--- src/rtl/pipeline_ctrl_pkg.sv ---
// pipeline_ctrl_pkg: shared state enum, default parameters and stage control bundle
package pipeline_ctrl_pkg;
  localparam int DEF_REG_W       = 5;
  localparam int DEF_INIT_CYCLES = 4;
  localparam int DEF_MEM_TIMEOUT = 16;
  localparam int DEF_COUNT_W     = 16;
  typedef enum logic [1:0] {INIT, RUN, MEM_WAIT} state_t;
  typedef struct packed {
    logic en;
    logic clr;
  } stage_ctrl_t;
endpackage

--- src/rtl/hazard_detect.sv ---
// hazard_detect: load-use dependency between Execute load and Decode sources
module hazard_detect
  import pipeline_ctrl_pkg::*;
#(
  parameter int REG_W = DEF_REG_W
) (
  input  logic [REG_W-1:0] rs1_d,
  input  logic [REG_W-1:0] rs2_d,
  input  logic [REG_W-1:0] rd_e,
  input  logic             memread_e,
  output logic             lu
);
  assign lu = memread_e & (rd_e != '0) & ((rd_e == rs1_d) | (rd_e == rs2_d));
endmodule

--- src/rtl/pipeline_ctrl.sv ---
// pipeline_ctrl: stall/flush sequencer for the four pipeline registers with init scrub and memory watchdog
module pipeline_ctrl
  import pipeline_ctrl_pkg::*;
#(
  parameter int REG_W       = DEF_REG_W,
  parameter int INIT_CYCLES = DEF_INIT_CYCLES,
  parameter int MEM_TIMEOUT = DEF_MEM_TIMEOUT,
  parameter int COUNT_W     = DEF_COUNT_W
) (
  input  logic               clk,
  input  logic               reset,
  input  logic [REG_W-1:0]   rs1_d,
  input  logic [REG_W-1:0]   rs2_d,
  input  logic [REG_W-1:0]   rd_e,
  input  logic               memread_e,
  input  logic               pcsrc_e,
  input  logic               mem_req_m,
  input  logic               mem_ack,
  output logic               stall_f,
  output logic               en_fd,
  output logic               clr_fd,
  output logic               en_de,
  output logic               clr_de,
  output logic               en_em,
  output logic               clr_em,
  output logic               en_mw,
  output logic               clr_mw,
  output logic               mem_err,
  output logic [COUNT_W-1:0] stall_count
);
  localparam int IW = $clog2(INIT_CYCLES + 1);
  localparam int WW = $clog2(MEM_TIMEOUT + 1);
  state_t        state, state_nxt;
  logic [IW-1:0] init_cnt;
  logic [WW-1:0] wait_cnt;
  logic          lu, mem_wait, to, init;
  stage_ctrl_t   s_fd, s_de, s_em, s_mw;
  hazard_detect #(.REG_W(REG_W)) u_hazard (
    .rs1_d(rs1_d), .rs2_d(rs2_d), .rd_e(rd_e), .memread_e(memread_e), .lu(lu)
  );
  assign init     = (state == INIT);
  assign mem_wait = mem_req_m & ~mem_ack;
  assign to       = ~init & mem_wait & (wait_cnt == WW'(MEM_TIMEOUT - 1));
  always_comb begin
    state_nxt = state;
    stall_f   = 1'b0;
    s_fd      = '{1'b1, 1'b0};
    s_de      = '{1'b1, 1'b0};
    s_em      = '{1'b1, 1'b0};
    s_mw      = '{1'b1, 1'b0};
    if (init) begin
      state_nxt = (init_cnt == IW'(INIT_CYCLES - 1)) ? RUN : INIT;
      stall_f   = 1'b1;
      s_fd      = '{1'b1, 1'b1};
      s_de      = '{1'b1, 1'b1};
      s_em      = '{1'b1, 1'b1};
      s_mw      = '{1'b1, 1'b1};
    end else begin
      state_nxt = (state == RUN) ? ((mem_wait & ~to) ? MEM_WAIT : RUN)
                                 : ((mem_ack | to) ? RUN : MEM_WAIT);
      if (to | mem_wait) begin
        stall_f = 1'b1;
        s_fd    = '{1'b0, 1'b0};
        s_de    = '{1'b0, 1'b0};
        s_em    = to ? '{1'b1, 1'b1} : '{1'b0, 1'b0};
        s_mw    = '{1'b1, 1'b1};
      end else if (pcsrc_e) begin
        s_fd = '{1'b1, 1'b1};
        s_de = '{1'b1, 1'b1};
      end else if (lu) begin
        stall_f = 1'b1;
        s_fd    = '{1'b0, 1'b0};
        s_de    = '{1'b1, 1'b1};
      end
    end
  end
  assign {en_fd, clr_fd} = s_fd;
  assign {en_de, clr_de} = s_de;
  assign {en_em, clr_em} = s_em;
  assign {en_mw, clr_mw} = s_mw;
  always_ff @(posedge clk) begin
    if (reset) begin
      state       <= INIT;
      init_cnt    <= '0;
      wait_cnt    <= '0;
      mem_err     <= 1'b0;
      stall_count <= '0;
    end else begin
      state    <= state_nxt;
      init_cnt <= init ? init_cnt + 1'b1 : init_cnt;
      wait_cnt <= (~init & mem_wait & ~to) ? wait_cnt + 1'b1 : '0;
      mem_err  <= to;
      if (~init & stall_f & ~&stall_count)
        stall_count <= stall_count + 1'b1;
    end
  end
endmodule

--- config.mk ---
export PLATFORM = sky130hd
export DESIGN_NAME = pipeline_ctrl
export DESIGN_NICKNAME = d
export VERILOG_FILES = /design/src/rtl/pipeline_ctrl_pkg.sv /design/src/rtl/hazard_detect.sv /design/src/rtl/pipeline_ctrl.sv
export SDC_FILE = /design/constraint.sdc
export NUM_CORES = 1
export LEC_CHECK = 0
export BUFFER_PORTS_ARGS = -buffer_cell sky130_fd_sc_hd__buf_2
export CAP_MARGIN = 20
export CORE_ASPECT_RATIO = 0.7
export CORE_MARGIN = 5
export CORE_UTILIZATION = 35
export CTS_BUF_LIST = sky130_fd_sc_hd__clkbuf_4 sky130_fd_sc_hd__clkbuf_8 sky130_fd_sc_hd__clkbuf_16
export DETAILED_ROUTE_END_ITERATION = 6
export HOLD_SLACK_MARGIN = 0.06
export SLEW_MARGIN = 20
export SYNTH_ARGS = -nofsm -noshare
export SYNTH_HDL_FRONTEND = slang
export SYNTH_HIERARCHICAL = 1
export SYNTH_SLANG_ARGS = --single-unit
--- constraint.sdc ---
create_clock -name clk -period 3 [get_ports clk]
set_input_delay 0.3 -clock clk [delete_from_list [all_inputs] [get_ports clk]]
set_output_delay 0.3 -clock clk [all_outputs]
set_load 0.005 [all_outputs]
# Yosys cells after proc, flatten, opt, wreduce, memory -nomap -nowiden
# Cells that the tools add are included.
[totals]
ff_bits = 27
in_bits = 21
[op_classes]
addsub = 3
eq_ne = 5
n_mux = 22
n_bitwise = 16
reduce_logical = 5
[op_table]
columns = ["cell", "n"]
rows = [
  ["2-bit two-way mux", 13],
  ["16-bit by 1-bit adder with 16-bit output (second input constant)", 1],
  ["16-bit AND reduction", 1],
  ["5-bit equality test", 2],
  ["1-bit bitwise AND", 9],
  ["1-bit two-way mux", 9],
  ["5-bit by 1-bit adder with 5-bit output (second input constant)", 1],
  ["5-bit by 4-bit equality test with 1-bit output (second input constant)", 1],
  ["5-bit nonzero test", 1],
  ["1-bit inverter", 4],
  ["3-bit by 1-bit adder with 3-bit output (second input constant)", 1],
  ["3-bit by 2-bit equality test with 1-bit output (second input constant)", 1],
  ["1-bit bitwise OR", 3],
  ["2-bit by 1-bit equality test with 1-bit output (second input constant)", 1],
  ["2-bit zero test", 1],
  ["2-bit OR reduction", 1],
  ["1-bit zero test", 1],
]

# Longest topological paths before layout
# Gate-level depths: netlist of the first run.
[depth]
ltp_word = 9
ltp_mapped = 9
mapped_depth_nobuf = 8

# Modules after synthesis
# Netlist of the first run, hierarchy kept.
[by_module_without_submodules]
columns = ["module", "n_inst", "cells_each", "area_each_um2", "seq_area_each_um2"]
rows = [
  ["pipeline_ctrl", 1, 157, 1335.0, 540.5],
  ["hazard_detect", 1, 17, 125.1, 0.0],
]

# Worst setup path after synthesis of the first run
# Ideal clock, no wire load.
[synth_path]
path_type = "input to register"
start = "input rd_e[0]"
end = "register stall_count[13]"
setup_ns = 0.071
arrival_ns = 2.201
slack_ns = 0.728
path_stages = 9
n_path_buf = 1
cell_sequence = "xor2_1 -> nor3_1 -> nand3_1 -> a21oi_1 -> nand2b_2 -> a2111o_1 -> buf_6 -> or4_1 -> a21oi_1"
[synth_between]
elab_chain_len = 9
elab_cells_between_ends = 12
[synth_rtl]
columns = ["item", "line", "source"]
rows = [
  ["start: declaration", "pipeline_ctrl.sv:14", "input logic [REG_W-1:0] rd_e,"],
  ["5-bit equality test or 5-bit nonzero test (tied branches)", "hazard_detect.sv:13", "assign lu = memread_e & (rd_e != '0) & ((rd_e == rs1_d) | (rd_e == rs2_d));"],
  ["1-bit bitwise OR or 1-bit bitwise AND (tied branches)", "hazard_detect.sv:13", ""],
  ["1-bit bitwise AND *", "hazard_detect.sv:13", ""],
  ["net lu", "pipeline_ctrl.sv:36", "logic lu, mem_wait, to, init;"],
  ["1-bit two-way mux *", "pipeline_ctrl.sv:70", "end else if (lu) begin"],
  ["1-bit two-way mux *", "pipeline_ctrl.sv:67", "end else if (pcsrc_e) begin"],
  ["1-bit two-way mux *", "pipeline_ctrl.sv:61", "if (to | mem_wait) begin"],
  ["1-bit two-way mux *", "pipeline_ctrl.sv:51", "if (init) begin"],
  ["1-bit bitwise AND * (2 in a row)", "pipeline_ctrl.sv:93", "if (~init & stall_f & ~&stall_count)"],
  ["end signal: assignment", "pipeline_ctrl.sv:94", "stall_count <= stall_count + 1'b1;"],
  ["end: declaration", "pipeline_ctrl.sv:29", "output logic [COUNT_W-1:0] stall_count"],
]
# Mark *: on every way through the listed nets, which the timed path passes. The rest lies on a longest branch.
# A chain may end at the register's enable or synchronous reset.

# Final worst setup path of the first run
[layout_path]
start = "input rd_e[0]"
end = "register stall_count[9]"
# Same word-level chain as after synthesis.

==> run summary, run 1 <==
status = finished, final reports clean
worst endpoint required time = 3200 ps
Cell variety after synth = 40
slowest CP cell = a2111o_1
postcts setup bufs = 0
share of layout cells above drive strength 1 = 25.7%
Max-Cap Viols = 0
leak pwr = 0.659 nW
Worst setup SP type = input pin
final hold vios = 0
crit path cell chain = buf_2 -> xor2_1 -> nor3_1 -> nand3_1 -> a21oi_1 -> nand2b_2 -> a2111o_1 -> or4_1 -> a21oi_1
Synth Net Count = 200
Least-Margin Pin Slew = 747 ps
hold slack = 356 ps
flop2flop setup slack = 910 ps
Ys Warns = 6
synthesized flop and latch total = 27
Crit. End Element = flip-flop
area of the mapped netlist = 0.00146 mm²
H-tree levels = 1
R2R cell count = 5
post-route clock skew = 2.57 ps
post-detailed-route wirelength per cell = 12.7 µm
max incr delay on CP = 580 ps
chip height = 64.0 µm
CTS root buf = clkbuf_8
core area = 0.00397 mm²
final setup TNS = 0 ps
drt total wl = 3.42 mm
# clock sinks = 27
area of the multi-input gates = 856 µm²
die area = 0.00558 mm²
mean area per synthesized cell = 8.39 µm²
fmax = 436 MHz
asr flop ratio synth = 0%
Max IR drop VDD = 0.218 mV
Port Buf Inserts = 45
Layout area overhead = 20.9%
Via Count = 1391
CTS tree = done
Seq/Total Area, Yosys = 37.0%
wire length of the first global-routing pass = 5.65 mm
Post-synth EDFFs = 0
unrepaired setup endpoints after global routing = false
worst setup margin = 708 ps
Clk pin slew, worst setup/hold paths = 90 ps
fin util = 44.5%
n_diodes = 0
Place WS = 450 ps
# rows = 19
number of fill cells = 398
fin nets = 245
1st-iter DRT viols = 82
Sw Ratio = 27.3%
Logic pwr share = 18.5%
Psw = 0.000201 W
leading cell type in the layout, fill and taps excluded = buf_2
CP Class = in -> reg
DR pass1 iterations = 4
type of the tightest min-delay check = in -> reg
HPWL Detailed = 2.65 mm
fin crit share = 76.4%
DRC Markers = 0
Hold Path Cell Cnt = 3
Skew-Pair Late Insertion Delay = 270 ps
CTS resizes = 0
antenna violations before repair = 0
clk buf depth = 2
CP most frequent cell = a21oi_1
register area = 541 µm²
largest net degree at the start of global routing = 22
die width = 87.2 µm
Synth Instances = 174
Pins Over Slew Limit = 0
Top Ports = 47
Clock power frac = 28.2%
Arrival @ worst endpoint = 2500 ps
Starting Density = 36.8%
Num CTS Buffers = 3
GRT Total Usage = 12.2%
vias in the first global route = 1224
leading cell types in the layout, fill and taps excluded = buf_2, dfxtp_1, nand2_1, a21oi_1, nor2_1
CP max FO = 12
GR Overflow Total = 0
hold buffer count at cts = 0
main flop type after synthesis = dfxtp_1
Detail Route Antenna Nets = 0
Setup-failing EPs final = 0
Flop pwr share = 53.3%
Final Critical Period = 2290 ps
GPL Wtd Cong = 0.811
Pwr Density = 417 mW/mm²
Power Internal = 0.000536 W
Slew headroom = 49.8%
Power Total = 0.000737 W
vias per inst = 5.15
-- worst max-delay path: cells and delay by family --
family | cells | cell delay, ps
simple gates | 4 | 960
xor+xnor | 1 | 160
buf+inv | 1 | 120
compound gates | 3 | 960
-- cells in the mapped netlist, drive strengths merged (4+ instances only) --
| cell type | instances | area share (%) |
|---|---|---|
| xnor2 | 6 | 3.6 |
| nand4 | 5 | 2.1 |
| nand3 | 9 | 3.4 |
| a21oi | 15 | 5.1 |
| nor2 | 14 | 3.6 |
| or3 | 7 | 3.1 |
| o31ai | 7 | 3.6 |
| o21ai | 6 | 2.1 |
| a211oi | 4 | 2.1 |
| xor2 | 7 | 4.2 |
| or4 | 7 | 3.6 |
| ha | 5 | 4.3 |
| inv | 6 | 1.5 |
| dfxtp | 27 | 37 |
| nor3 | 4 | 1.4 |
| nand2 | 16 | 4.1 |
-- logic make-up (layout without fill, tap and decap cells) --
family / after synthesis / in the layout / share of synthesized area [%]
AOI/OAI and AO/OA: 43 / 43 / 19.7
xor gates and xnor gates: 13 / 13 / 7.80
other: 1 / 1 / 0.257
adders and majority gates: 5 / 5 / 4.28
and+or+nand+nor: 72 / 72 / 25.9
muxes: 1 / 1 / 0.686
buffers and inverters: 12 / 56 / 4.37
DFF: 27 / 27 / 37.0
-- through the flow --
stage / cell area (µm²) / cells
after floorplan: 1460 / 174
after global placement: 1720 / 266
after detailed placement: 1720 / 266
after CTS: 1770 / 270
after global routing: 1770 / 270
final: 1770 / 270
-- sequential cells by signal (all words and copies together) (netlist names) --
register and count:
init_cnt 3, mem_err 1, stall_count 16, state 2, wait_cnt 5
-- metal layers --
| layer | vias up | part of all wire [%] | track usage (%) | routed length (µm) |
|---|---|---|---|---|
| met5 | - | 0 | 0 | 0 |
| met4 | 0 | 0.53 | 2.49 | 18 |
| met3 | 2 | 4.5 | 3.59 | 155 |
| met2 | 29 | 45 | 18.9 | 1550 |
| met1 | 634 | 50 | 16.9 | 1700 |
| li1 | 726 | - | - | - |
-- power by group through the flow --
stage / sequential (W) / combinational, W / clock [W]
floorplan: 0.000398 / 0.0000919 / 0
global placement: 0.000400 / 0.000137 / 0
detailed placement: 0.000401 / 0.000138 / 0
CTS: 0.000392 / 0.000139 / 0.000217
global route: 0.000396 / 0.000160 / 0.000230
finish: 0.000392 / 0.000137 / 0.000208
-- final timing paths --
| path | from | endpoint |
|---|---|---|
| worst max-delay path | rd_e[0] | stall_count[9]$_SDFFE_PP0P_ |
| worst min-delay path | mem_ack | state[1]$_SDFF_PP0_ |
| worst max register to register | stall_count[0]$_SDFFE_PP0P_ | stall_count[14]$_SDFFE_PP0P_ |
| worst min register to register | wait_cnt[0]$_SDFF_PP0_ | wait_cnt[0]$_SDFF_PP0_ |
-- cell type report --
type,instances,area share [%]
sequential,27,30.6
multi-input combinational,135,48.5
inverter,6,1.28
clock inverter,1,0.425
clock buffer,3,2.34
timing repair buffer,46,13.2
tap,52,3.69
Power figures use the tool's default switching activity.
==> run 2, diff against run 1 <==
clock period = 2.1 ns   (was 3 ns; I/O delays follow)
==> run 2 against run 1 <==
  * Routed wire length grew 10%
  * Setup slack lost 630 ps
  * Clock skew grew 1.0 ps
  * Core utilization grew 4.7 points
  * Clock power grew 45%
  * Critical path depth is the same
  * Final cell count grew 5.6%
  * Global-route usage grew 1.2 points
  * Cell area grew 10%
  * Via count grew 4.2%
  * Sequential cell count is the same
  * Critical path type unchanged
==> run summary, run 2 (synthesis gave the netlist of run 1 again) <==
GPL Wtd Cong = 0.858
Pins Over Slew Limit = 0
clk buf depth = 2
crit path cell chain = buf_6 -> xor2_1 -> nor3_2 -> nand3_1 -> a21oi_2 -> nand2b_4 -> a2111o_1 -> or4_4 -> a21oi_2
post-detailed-route wirelength per cell = 13.2 µm
CTS tree = done
Num CTS Buffers = 3
Layout area overhead = 33.6%
die width = 87.2 µm
antenna violations before repair = 0
hold buffer count at cts = 0
die area = 0.00558 mm²
Clk pin slew, worst setup/hold paths = 100 ps
fmax = 495 MHz
register area = 542 µm²
post-route clock skew = 3.62 ps
flop2flop setup slack = 250 ps
Largest regs = stall_count x16, wait_cnt x5, init_cnt x3
GR Overflow Total = 0
CP most frequent cell = a21oi_2
GRT Total Usage = 13.5%
area of the multi-input gates = 916 µm²
fin util = 49.1%
Starting Density = 36.8%
fin nets = 260
1st-iter DRT viols = 78
chip height = 64.0 µm
type of the tightest min-delay check = in -> reg
CTS root buf = clkbuf_8
cell family with most CP delay = simple AND/OR/NAND/NOR gates
Skew-Pair Late Insertion Delay = 270 ps
status = finished, final reports clean
final hold vios = 0
fin crit share = 96.2%
HPWL Detailed = 2.82 mm
largest net degree at the start of global routing = 22
worst endpoint required time = 2310 ps
Setup-failing EPs final = 0
slowest CP cell = or4_4
Design Area, Final = 0.00195 mm²
unrepaired setup endpoints after global routing = true
Via Count = 1450
core area = 0.00397 mm²
DR pass1 iterations = 4
final setup TNS = 0 ps
wire length of the first global-routing pass = 6.27 mm
share of layout cells above drive strength 1 = 33.9%
Worst setup SP type = input pin
Port Buf Inserts = 45
Max-Cap Viols = 0
Pwr Density = 558 mW/mm²
Crit. End Element = flip-flop
number of fill cells = 384
CP Class = in -> reg
Power Total = 0.00109 W
Most flops, register = stall_count
Final Critical Period = 2020 ps
# clock sinks = 27
n_diodes = 0
DP Area = 0.00182 mm²
H-tree levels = 1
number of flip-flops in the largest register = 16
leak pwr = 0.742 nW
DRC Markers = 0
leading cell types in the layout, fill and taps excluded = buf_2, dfxtp_1, nand2_1, buf_4, nor2_1
leading cell type in the layout, fill and taps excluded = buf_2
Top Ports = 47
# rows = 19
CP max FO = 6
vias in the first global route = 1375
drt total wl = 3.78 mm
Arrival @ worst endpoint = 2230 ps
max incr delay on CP = 540 ps
Buf+Inv Stages, Crit Path = 1
Max IR drop VDD = 0.352 mV
vias per inst = 5.09
Detail Route Antenna Nets = 0
-- run 2: metal layers --
metal  up-vias  share of wire [%]  track usage, %
met5         -                  0               0
met4         0               0.32            1.72
met3         2                3.8            3.21
met2        20                 45            21.4
met1       670                 51            19.1
li1        758                  -               -
-- run 2: tightest hold or removal path, delay by kind of cell --
family                 cells  cell delay (ps)
AND/OR/NAND/NOR            1              140
buffers and inverters      1              100
AO/OA/AOI/OAI              1               60
-- run 2: what timing repair did --
item                       CTS  global route
setup buffers                0             1
setup endpoints to repair    0             7
resized for setup            0            15
-- run 2: path summary, 6_finish.rpt --
path / start / end / depth (start not counted)
worst max-delay path: rs1_d[4] / stall_count[13]$_SDFFE_PP0P_ / 9
worst min-delay path: mem_ack / state[1]$_SDFF_PP0_ / 3
worst max register to register: stall_count[3]$_SDFFE_PP0P_ / stall_count[13]$_SDFFE_PP0P_ / 4
worst min register to register: wait_cnt[0]$_SDFF_PP0_ / wait_cnt[0]$_SDFF_PP0_ / 1
-- run 2: through the flow --
step,hold slack (ps),worst slack [ps],std cells
2_1_floorplan,418,25.2,174
3_3_place_gp,434,-226,279
3_5_place_dp,440,-261,279
4_1_cts,265,23.1,283
5_1_grt,291,-16.8,285
6_report,280,79.1,285
-- run 2: where the power goes --
part	switching, W	internal, W
clock network	0.000167	0.000135
logic	0.000118	0.000109
registers	0.0000176	0.000542
total	0.000303	0.000786
-- run 2: layout make-up --
cell class,instances,share of cell area [%]
tap,52,3.34
multi-input combinational,136,47.0
clock inverter,1,0.385
timing repair buffer,60,18.3
inverter,6,1.15
sequential,27,27.8
clock buffer,3,2.12
